==> config.mk <==
export PLATFORM = sky130hd
export DESIGN_NAME = zx_io_port_sync
export DESIGN_NICKNAME = d
export VERILOG_FILES = /design/src/rtl/zx_io_port_sync.sv
export SDC_FILE = /design/constraint.sdc
export NUM_CORES = 1
export LEC_CHECK = 0
export CORE_MARGIN = 2
export CORE_UTILIZATION = 54
export CTS_CLUSTER_DIAMETER = 30
export DETAILED_ROUTE_END_ITERATION = 10
export HOLD_SLACK_MARGIN = 0.1
export PLACE_DENSITY_LB_ADDON = 0.15
export SLEW_MARGIN = 10
export SYNTH_ARGS = -nofsm -noshare
export SYNTH_HDL_FRONTEND = slang
export SYNTH_SLANG_ARGS = --single-unit
==> constraint.sdc <==
create_clock -name clk -period 3.8 [get_ports clk]
set_clock_uncertainty 0.05 [all_clocks]
set_input_delay 0.76 -clock clk [delete_from_list [all_inputs] [get_ports clk]]
set_output_delay 0.76 -clock clk [all_outputs]
set_load 0.02 [all_outputs]
==> src/rtl/zx_io_port_sync.sv <==
`default_nettype none
// ============================================================================
// Module      : zx_io_port_sync
// Description : Clocked front end for the cartridge bank logic. It
//               synchronises the raw Z80 I/O pins, glitch-filters them and
//               decodes accesses to port 0x7F (A7=0, IORQ low, M1 high). For
//               each accepted I/O cycle it emits exactly one single-clock
//               strobe, which replaces the raw IORQ|A7 edge clock used by the
//               bank counter / self-lock stage.
// Ports       : clk          system clock
//               reset_n      asynchronous active-low reset
//               iorq_n, rd_n, wr_n, m1_n, A7, D[7:0]
//                            raw Z80 bus pins (unsynchronised)
//               lock         from the self-lock stage; 1 suppresses strobes
//               page_up_stb  1-clk pulse per accepted access (read or write)
//               io_rd_stb    1-clk pulse, accepted access was a read
//               io_wr_stb    1-clk pulse, accepted access was a write
//               wr_data      D captured at the last accepted write
//               busy         FSM is not idle
//               glitch_cnt   saturating count of aborted qualifications
// Revision    : 1.0  initial release
// ============================================================================
module zx_io_port_sync #(
    parameter int SYNC_STAGES   = 2,   // legal 2..4
    parameter int FILTER_CYCLES = 2    // legal 1..15
) (
    input  logic       clk,
    input  logic       reset_n,
    input  logic       iorq_n,
    input  logic       rd_n,
    input  logic       wr_n,
    input  logic       m1_n,
    input  logic       A7,
    input  logic [7:0] D,
    input  logic       lock,
    output logic       page_up_stb,
    output logic       io_rd_stb,
    output logic       io_wr_stb,
    output logic [7:0] wr_data,
    output logic       busy,
    output logic [7:0] glitch_cnt
);

    localparam logic [3:0] c_FILTER = 4'(FILTER_CYCLES);

    typedef enum logic [1:0] {
        S_IDLE   = 2'd0,
        S_QUAL   = 2'd1,
        S_ACTIVE = 2'd2
    } state_t;

    // ------------------------------------------------------------------
    // Input synchronisers. Control pins idle high, so their flops reset
    // to 1; the data bus resets to 0. Stage 0 takes the raw pin, the
    // last stage is the synchronised value.
    // ------------------------------------------------------------------
    logic [4:0]                    w_ctrl_raw;
    logic [SYNC_STAGES-1:0][4:0]   r_ctrl_pipe;
    logic [SYNC_STAGES-1:0][7:0]   r_data_pipe;

    assign w_ctrl_raw = {A7, m1_n, wr_n, rd_n, iorq_n};

    always_ff @(posedge clk or negedge reset_n) begin
        if (!reset_n) begin
            r_ctrl_pipe <= '1;
            r_data_pipe <= '0;
        end else begin
            r_ctrl_pipe <= {r_ctrl_pipe[SYNC_STAGES-2:0], w_ctrl_raw};
            r_data_pipe <= {r_data_pipe[SYNC_STAGES-2:0], D};
        end
    end

    logic       w_iorq_s;
    logic       w_rd_s;
    logic       w_wr_s;
    logic       w_m1_s;
    logic       w_a7_s;
    logic [7:0] w_d_s;
    logic       w_q;

    assign w_iorq_s = r_ctrl_pipe[SYNC_STAGES-1][0];
    assign w_rd_s   = r_ctrl_pipe[SYNC_STAGES-1][1];
    assign w_wr_s   = r_ctrl_pipe[SYNC_STAGES-1][2];
    assign w_m1_s   = r_ctrl_pipe[SYNC_STAGES-1][3];
    assign w_a7_s   = r_ctrl_pipe[SYNC_STAGES-1][4];
    assign w_d_s    = r_data_pipe[SYNC_STAGES-1];

    // Qualifier: port 0x7F access with RD or WR low. M1 low alongside
    // IORQ is an interrupt acknowledge and never qualifies.
    assign w_q = !w_iorq_s && !w_a7_s && w_m1_s && (!w_rd_s || !w_wr_s);

    // ------------------------------------------------------------------
    // Filter / cycle-tracking FSM
    // ------------------------------------------------------------------
    state_t     r_state;
    state_t     w_state_nxt;
    logic [3:0] r_filt;
    logic [3:0] w_filt_nxt;
    logic       w_accept;
    logic       w_glitch;

    always_ff @(posedge clk or negedge reset_n) begin
        if (!reset_n) begin
            r_state <= S_IDLE;
            r_filt  <= '0;
        end else begin
            r_state <= w_state_nxt;
            r_filt  <= w_filt_nxt;
        end
    end

    always_comb begin
        w_state_nxt = r_state;
        w_filt_nxt  = r_filt;
        w_accept    = 1'b0;
        w_glitch    = 1'b0;
        case (r_state)
            S_IDLE: begin
                w_filt_nxt = '0;
                if (w_q) begin
                    if (c_FILTER == 4'd1) begin
                        w_accept    = 1'b1;
                        w_state_nxt = S_ACTIVE;
                    end else begin
                        w_filt_nxt  = 4'd1;
                        w_state_nxt = S_QUAL;
                    end
                end
            end
            S_QUAL: begin
                if (!w_q) begin
                    w_glitch    = 1'b1;
                    w_filt_nxt  = '0;
                    w_state_nxt = S_IDLE;
                end else if (r_filt + 4'd1 == c_FILTER) begin
                    w_accept    = 1'b1;
                    w_state_nxt = S_ACTIVE;
                end else begin
                    w_filt_nxt  = r_filt + 4'd1;
                end
            end
            S_ACTIVE: begin
                // Hold here for the remainder of the I/O cycle so a long
                // cycle yields only one strobe.
                if (w_iorq_s) begin
                    w_filt_nxt  = '0;
                    w_state_nxt = S_IDLE;
                end
            end
            default: begin
                w_filt_nxt  = '0;
                w_state_nxt = S_IDLE;
            end
        endcase
    end

    // ------------------------------------------------------------------
    // Registered strobes, write-data capture and glitch counter. When
    // lock is set the access is still tracked by the FSM but produces
    // no visible effect.
    // ------------------------------------------------------------------
    logic       w_fire;
    logic       r_page_up_stb;
    logic       r_io_rd_stb;
    logic       r_io_wr_stb;
    logic [7:0] r_wr_data;
    logic [7:0] r_glitch_cnt;

    assign w_fire = w_accept && !lock;

    always_ff @(posedge clk or negedge reset_n) begin
        if (!reset_n) begin
            r_page_up_stb <= 1'b0;
            r_io_rd_stb   <= 1'b0;
            r_io_wr_stb   <= 1'b0;
            r_wr_data     <= '0;
            r_glitch_cnt  <= '0;
        end else begin
            r_page_up_stb <= w_fire;
            // RD and WR both low counts as a write.
            r_io_wr_stb   <= w_fire && !w_wr_s;
            r_io_rd_stb   <= w_fire &&  w_wr_s;
            if (w_fire && !w_wr_s) begin
                r_wr_data <= w_d_s;
            end
            if (w_glitch && (r_glitch_cnt != 8'hFF)) begin
                r_glitch_cnt <= r_glitch_cnt + 8'd1;
            end
        end
    end

    assign page_up_stb = r_page_up_stb;
    assign io_rd_stb   = r_io_rd_stb;
    assign io_wr_stb   = r_io_wr_stb;
    assign wr_data     = r_wr_data;
    assign glitch_cnt  = r_glitch_cnt;
    assign busy        = (r_state != S_IDLE);

endmodule
`default_nettype wire
After elaboration in Yosys (flattened, before gate mapping):

Index checks and enable logic that the tools add are counted.

* register bits: 51
* output and inout bits: 20

* $add $sub $neg: 2
* eq/ne operators: 8
* muxes and demuxes: 15
* reductions and logical operators: 17

Operator list (number)
* $mux W4: 3
* $pmux W4 S3: 1
* $add A8 B1 Y8 const B: 1
* $mux W2: 4
* $ne A8 B8 Y1 const B: 1
* $logic_and A1 B1 Y1: 7
* $mux W1: 6
* $ne A3 B3 Y1 const B: 2
* $pmux W2 S3: 1
* $logic_not A1 Y1: 5
* $add A4 B1 Y4 const B: 1
* $eq A4 B2 Y1 const B: 1
* $ne A2 B2 Y1 const B: 2
* $reduce_and A3 Y1: 1
* $eq A2 B1 Y1 const B: 1
* $eq A2 B2 Y1 const B: 1
* $logic_not A2 Y1: 1
* $reduce_and A2 Y1: 1
* $reduce_bool A2 Y1: 1
* $logic_or A1 B1 Y1: 1

Longest topological paths before layout:

Gate-level depths: netlist of the first run.

* depth after elaboration: 8
* mapped depth: 6

Worst setup path before layout of the first run:

OpenSTA, ideal clock, no wires.

* path type: reg-to-reg
* start: register r_filt[0]
* end: register r_wr_data[0], in the netlist wr_data[0]
* data arrival time: 1.905 ns
* required time: 3.625 ns
* setup slack: 1.721 ns
* stages on the path, launching flop included: 6
* path buffers: 0
* cell sequence: dfrtp_1 > ha_1 > nor4b_2 > a31oi_4 > nor4_4 > mux2_2

* longest elaborated chain between the ends: 7

Ends and longest elaborated chain
* start: declaration: line 97 `logic [3:0] r_filt;`
* start signal: assignment: line 108 `r_filt <= w_filt_nxt;`
* $add A4 B1 Y4: line 135 `end else if (r_filt + 4'd1 == c_FILTER) begin`
* $eq A4 B2 Y1: line 135
* $mux W1: line 135
* $mux W1: line 131 `if (!w_q) begin`
* $mux W1: line 117 `case (r_state)`
* $logic_and A1 B1 Y1: line 169 `assign w_fire = w_accept && !lock;`
* $logic_and A1 B1 Y1: line 183 `if (w_fire && !w_wr_s) begin`
* end signal: assignment: line 184 `r_wr_data <= w_d_s;`
* end: declaration: line 166 `logic [7:0] r_wr_data;`

Every way passes these cells.
A chain may end at the register's enable or synchronous reset.

Worst setup path after layout of the first run:

* start: register r_state[1]
* end: output port busy

* longest elaborated chain between the ends: 1

Ends and longest elaborated chain
* start: declaration: line 95 `state_t r_state;`
* start signal: assignment: line 107 `r_state <= w_state_nxt;`
* $reduce_bool A2 Y1: line 197 `assign busy = (r_state != S_IDLE);`
* end: declaration: line 40 `output logic busy,`

Every way passes these cells.

==> results of run 1 <==
-- critical path, cell delays in order, from the launching register on --
cell and delay, ns:
dfrtp_1 0.45, or2_2 0.31, clkdlybuf4s50_1 0.54
-- how the worst max path moves through the flow --
stage | slack, ns | from | depth (start not counted) | to
2_1_floorplan | 1.72 | r_filt[0]$_DFFE_PN0P_ | 5 | wr_data[0]$_DFFE_PN0P_
6_report | 1.34 | r_state[1]$_DFFE_PN0P_ | 2 | busy
3_3_place_gp | 1.44 | lock | 3 | wr_data[5]$_DFFE_PN0P_
3_5_place_dp | 1.41 | lock | 3 | wr_data[2]$_DFFE_PN0P_
5_1_grt | 1.27 | r_state[1]$_DFFE_PN0P_ | 2 | busy
4_1_cts | 1.32 | r_state[1]$_DFFE_PN0P_ | 2 | busy
-- registers in the layout, indices dropped and copies added (netlist names) --
signal	flops
r_ctrl_pipe	10
glitch_cnt	8
r_data_pipe	8
w_d_s	8
wr_data	8
r_filt	4
r_state	2
io_rd_stb	1
io_wr_stb	1
page_up_stb	1
-- cells in the final DEF (no fill, tap or decap) --
master / instances
a211oi_1: 1
a21bo_2: 1
a21o_1: 1
a22o_2: 1
a311o_1: 1
a31oi_4: 1
and2_1: 1
and2b_2: 1
and3_1: 4
and3_2: 1
buf_2: 1
clkbuf_1: 1
clkbuf_4: 5
clkdlybuf4s50_1: 34
clkinv_2: 1
clkinvlp_4: 1
dfrtp_1: 41
dfstp_2: 10
ha_1: 3
inv_1: 4
mux2_2: 9
nand2_1: 1
nand3_1: 4
nand3b_1: 3
nand4_1: 2
nand4b_1: 1
nor2_1: 6
nor3_1: 4
nor3b_1: 3
nor4_1: 1
nor4_4: 1
nor4b_2: 1
o211a_1: 1
o21a_1: 1
o21ai_0: 4
or2_2: 1
xnor2_1: 1
xor2_1: 7
-- cells by family (layout without fill, tap and decap cells) --
| group | count (synthesis) | after routing | share of synthesized area |
|---|---|---|---|
| and+or+nand+nor | 35 | 35 | 0.1238 |
| AOI/OAI and AO/OA | 12 | 12 | 0.05616 |
| muxes | 9 | 9 | 0.05481 |
| adders and majority gates | 3 | 3 | 0.02030 |
| DFF | 51 | 51 | 0.6969 |
| xor gates and xnor gates | 8 | 8 | 0.03789 |
| buffers and inverters | 5 | 47 | 0.01014 |
-- area by class of cell --
type | count | area (sq um)
Clock buffer | 6 | 41.29
Tap cell | 46 | 57.56
Clock inverter | 2 | 12.51
Sequential cell | 51 | 1289
Fill cell | 271 | 1008
Inverter | 4 | 15.01
Timing Repair Buffer | 35 | 345.3
Multi-Input combinational cell | 67 | 541.8
-- per-stage QoR --
step                      area, sq um  setup slack [ns]  power (W)
after global routing             2302             1.270   0.001022
after detailed placement         2248             1.405  0.0007541
after floorplan                  1849             1.721  0.0006750
final                            2302             1.343  0.0009733
after global placement           2248             1.441  0.0007491
after CTS                        2302             1.320  0.0009857
-- power breakdown --
part           internal [W]  switching [W]
logic             0.0000694      0.0000638
clock network     0.0000717       0.000158
registers          0.000581      0.0000291
-- synthesized netlist by cell type --
| master | instances |
|---|---|
| clkbuf_1 | 1 |
| a21bo_2 | 1 |
| nor4_4 | 1 |
| and3_2 | 1 |
| inv_1 | 4 |
| a22o_2 | 1 |
| nand4b_1 | 1 |
| o21ai_0 | 4 |
| dfstp_2 | 10 |
| and2_1 | 1 |
| nand3_1 | 4 |
| nor3b_1 | 3 |
| nor4_1 | 1 |
| xor2_1 | 7 |
| and2b_2 | 1 |
| nand2_1 | 1 |
| a21o_1 | 1 |
| nor3_1 | 4 |
| dfrtp_1 | 41 |
| and3_1 | 4 |
| ha_1 | 3 |
| nor2_1 | 6 |
| mux2_2 | 9 |
| nand3b_1 | 3 |
| a31oi_4 | 1 |
| nand4_1 | 2 |
| a311o_1 | 1 |
| nor4b_2 | 1 |
| a211oi_1 | 1 |
| or2_2 | 1 |
| o21a_1 | 1 |
| xnor2_1 | 1 |
| o211a_1 | 1 |
-- routing by layer --
metal,wire [um],vias up,global-route usage,share of wire
li1,-,510,-,-
met1,1278,549,0.2068,0.43
met5,0,-,0,0
met3,136,2,0.05225,0.046
met2,1555,28,0.3038,0.52
met4,19,0,0.07500,0.0064
==> impl_metrics.csv, run 1 <==
group,metric,value,unit
status,status,"complete, no violations",
drt,dr.pass1.iters,4,
drt,drt_iter0_markers,56,
floorplanning,die_height,62.52,um
placement,gp_congestion,0.7379,
power,powerDensity,422.8,nW/um^2
synth,syn_inst,123,
hold_path,min_path_cells,0,
timing,drv_slew,0,
drt,drt_wl_total,2989,um
timing,post-route-min-period,2.457,ns
timing,final.setup.tns,0,ns
cells_and_area,area_growth,24.49,%
cts,clk_pin_slew,0.13,ns
global_routing,grt_first_pass_wirelength,5264,um
global_routing,antenna_found_initial,0,
worst_setup_path,cp-start-kind,"flop",
worst_setup_path,worstPathArrival,1.65,ns
global_routing,grt.overflow.total,0,
drt,drtAntennaViolNets,0,
timing,rsz0062_at_grt,"no",
synth,ys_types,33,
cells_and_area,finish.utilization,0.6954,
run,max-cap-violations,0,
synth,synth_top_cell_by_area,"dfrtp_1",
synth,synth.area.top_cells,"dfrtp_1, dfstp_2, mux2_2",
timing,fmax,406.9,MHz
worst_setup_path,critical_path_class,"reg2out",
worst_setup_path,rr_endpoint,"wr_data[2]$_DFFE_PN0P_",
cts,cts_setup_buffers,0,
synth,yosysWarnings,0,
cts,root_buffer,"clkbuf_4",
cells_and_area,drive_above_1_share,0.2121,
floorplanning,num_io_pins,36,
cts,cts_tree,"yes",
synth,ys_seq_area_frac,0.6969,
cells_and_area,final_net_count,183,
cts,cts_resized,0,
global_routing,grt_max_degree,52,
cts,cts_max_path_buffers,2,
power,p_leak,1.043,nW
floorplanning,core,3311,sq um
worst_setup_path,crit_fanout,6,
cts,clk_latency,0.35,ns
floorplanning,die_area,3909,sq um
synth,synth.ff_latch_count,51,
worst_setup_path,reg2reg_slack,1.49,ns
synth,synth_area,1849,sq um
hold_path,min_to,"r_ctrl_pipe[8]$_DFF_PN1_",
drt,vias,1089,
floorplanning,start_util,0.5586,
drt,wl_per_cell,14.17,um
worst_setup_path,reg2reg_depth,5,
timing,fin_crit_sh,0.6467,
hold_path,hold_start,"r_ctrl_pipe[3]$_DFF_PN1_",
drt,viasPerCell,5.161,
global_routing,grt_pass1_vias,1188,
synth,syn_area_per_cell,15.03,sq um
global_routing,grt_use_total,0.1767,
floorplanning,fp-row-count,21,
placement,io_buffers,35,
synth,netlist.area_leader.share,0.5548,
worst_setup_path,worstSetupEndpointType,"output pin",
worst_setup_path,r2r-start,"r_filt[0]$_DFFE_PN0P_",
cells_and_area,antennaDiodeCount,0,
placement,dp_hpwl,2062,um
synth,synthesis.nets,142,
cts,cts.sinks,51,
hold_path,hold_path_class,"reg2reg",
timing,timing_hold_violations_final,0,
power,peakVddDrop,0.3173,mV
placement,placedCellCount,203,
worst_setup_path,crit_required,2.99,ns
cts,cts_hold_buf,0,
floorplanning,die_x,62.52,um
drt,drc_errors,0,
cts,htreeDepth,2,
timing,setup_viol,0,
cells_and_area,layout.cells.non_filler,211,
timing,tightest_slew,1.069,ns
cts,numCtsBuffers,5,
timing,holdWs,0.3063,ns
timing,slew_headroom,0.2873,
(Power assumes the default switching activity.)
==> run 2, diff against run 1 <==
- CORE_UTILIZATION: 54 -> 50
- clock period: 3.8 -> 2.5 ns (I/O delays scaled with it)
==> impl_metrics.csv, run 2 (synthesized netlist as in run 1, its figures left out) <==
group,metric,value,unit
floorplanning,fp-row-count,22,
timing,fin_ws,0.2384,ns
power,p_leak,1.071,nW
drt,wl_per_cell,14.95,um
drt,dr.pass1.iters,4,
worst_setup_path,critical_path_class,"reg2reg",
cts,cts_tree,"yes",
worst_setup_path,worstSetupEndpointType,"flop",
timing,rsz0062_at_grt,"no",
floorplanning,die_area,4201,sq um
worst_setup_path,reg2reg_depth,6,
drt,drtAntennaViolNets,0,
timing,slew_headroom,0.6464,
cells_and_area,drive_above_1_share,0.2262,
global_routing,grt_use_total,0.1794,
global_routing,use_met3,0.06944,
cells_and_area,final_common_cell,"dfrtp_1",
cells_and_area,largest-register,"r_ctrl_pipe",
cells_and_area,regArea,1289,sq um
global_routing,antenna_found_initial,0,
status,status,"complete, no violations",
cts,root_buffer,"clkbuf_8",
placement,placedCellCount,207,
cts,clk_pin_slew,0.09,ns
cts,clk_latency,0.30,ns
global_routing,grt_first_pass_wirelength,5513,um
power,peakVddDrop,0.6103,mV
cells_and_area,multiInputGateArea,541.8,sq um
drt,drt_wl_total,3229,um
drt,vias,1130,
floorplanning,num_io_pins,36,
global_routing,grt_pass1_vias,1175,
timing,post-route-min-period,2.262,ns
worst_setup_path,crit_fanout,8,
cts,htreeDepth,2,
global_routing,busiest_layer,"met2",
cts,cts_max_path_buffers,2,
placement,pre_cts_slack,0.1764,ns
placement,gp_congestion,0.8313,
hold_path,hold_path_class,"in2async",
floorplanning,die_height,64.82,um
drt,drt_iter0_markers,78,
global_routing,grt.overflow.total,0,
timing,fmax,442.2,MHz
timing,final.setup.tns,0,ns
global_routing,met2_usage,0.2874,
timing,drv_slew,0,
cts,cts.sinks,51,
cells_and_area,largest_reg_flops,10,
drt,drc_errors,0,
run,max-cap-violations,0,
placement,io_buffers,35,
cells_and_area,final_net_count,186,
worst_setup_path,crit_required,2.64,ns
cells_and_area,area_growth,27.54,%
cells_and_area,layout.cells.non_filler,216,
floorplanning,die_x,64.82,um
cts,cts_resized,0,
worst_setup_path,cp-start-kind,"flop",
floorplanning,start_util,0.5128,
drt,viasPerCell,5.231,
global_routing,grt_max_degree,27,
timing,fin_crit_sh,0.9046,
power,powerDensity,672.0,nW/um^2
timing,holdWs,0.1179,ns
timing,setup_viol,0,
global_routing,use_met1,0.2158,
floorplanning,core,3606,sq um
cells_and_area,antennaDiodeCount,0,
placement,dp_hpwl,2186,um
worst_setup_path,worstPathArrival,2.40,ns
power,finalPower,0.001585,W
timing,timing_hold_violations_final,0,
timing,tightest_slew,0.5305,ns
cells_and_area,final_cell_mix,"dfrtp_1, clkdlybuf4s50_1, dfstp_2",
cts,numCtsBuffers,5,
cells_and_area,nFillCells,288,
==> run 2: worst paths after layout <==
kind                                            end                     start  slack (ns)
max                          wr_data[6]$_DFFE_PN0P_     r_filt[0]$_DFFE_PN0P_        0.24
min                              w_d_s[3]$_DFF_PN0_                   reset_n        0.12
max reg2reg                  wr_data[6]$_DFFE_PN0P_     r_filt[0]$_DFFE_PN0P_        0.24
min reg2reg                      w_d_s[1]$_DFF_PN0_  r_data_pipe[1]$_DFF_PN0_        0.31
max in group asynchronous  r_ctrl_pipe[5]$_DFF_PN1_                   reset_n        1.61
min in group clk                 w_d_s[1]$_DFF_PN0_  r_data_pipe[1]$_DFF_PN0_        0.31
==> run 2: worst max-delay path, cell delays in order (launching register included) <==
cell	delay, ns
dfrtp_1	0.48
ha_1	0.30
nor4b_2	0.35
a31oi_4	0.12
nor4_4	0.29
buf_4	0.21
mux2_2	0.35
==> run 2: metal layers <==
metal / share of wire / up-vias
met5: 0 / -
met3: 0.060 / 8
met2: 0.51 / 35
met1: 0.41 / 569
li1: - / 518
met4: 0.020 / 0
==> run 2: layout make-up <==
class | instances | area share
Clock inverter | 2 | 0.005305
Inverter | 4 | 0.006366
Sequential cell | 51 | 0.5464
Timing Repair Buffer | 38 | 0.1560
Tap cell | 48 | 0.02546
Clock buffer | 6 | 0.03077
Multi-Input combinational cell | 67 | 0.2297
==> run 2: report_power, final <==
part	total, W	switching, W	internal [W]
clock network	0.000452	0.000257	0.000196
logic	0.000206	0.0000990	0.000107
registers	0.000926	0.0000429	0.000883
==> run 2: stage by stage <==
stage,util,area (sq um)
final,0.6541,2359
after global routing,0.6541,2359
after CTS,0.6520,2351
after detailed placement,0.6284,2266
after global placement,0.6284,2266
after floorplan,-,1849
==> run 2: what timing repair did <==
item                                    4_1_cts  5_1_grt
buffers inserted                              0        1
hold buffers                                  0        0
endpoints found under the setup margin        0        8
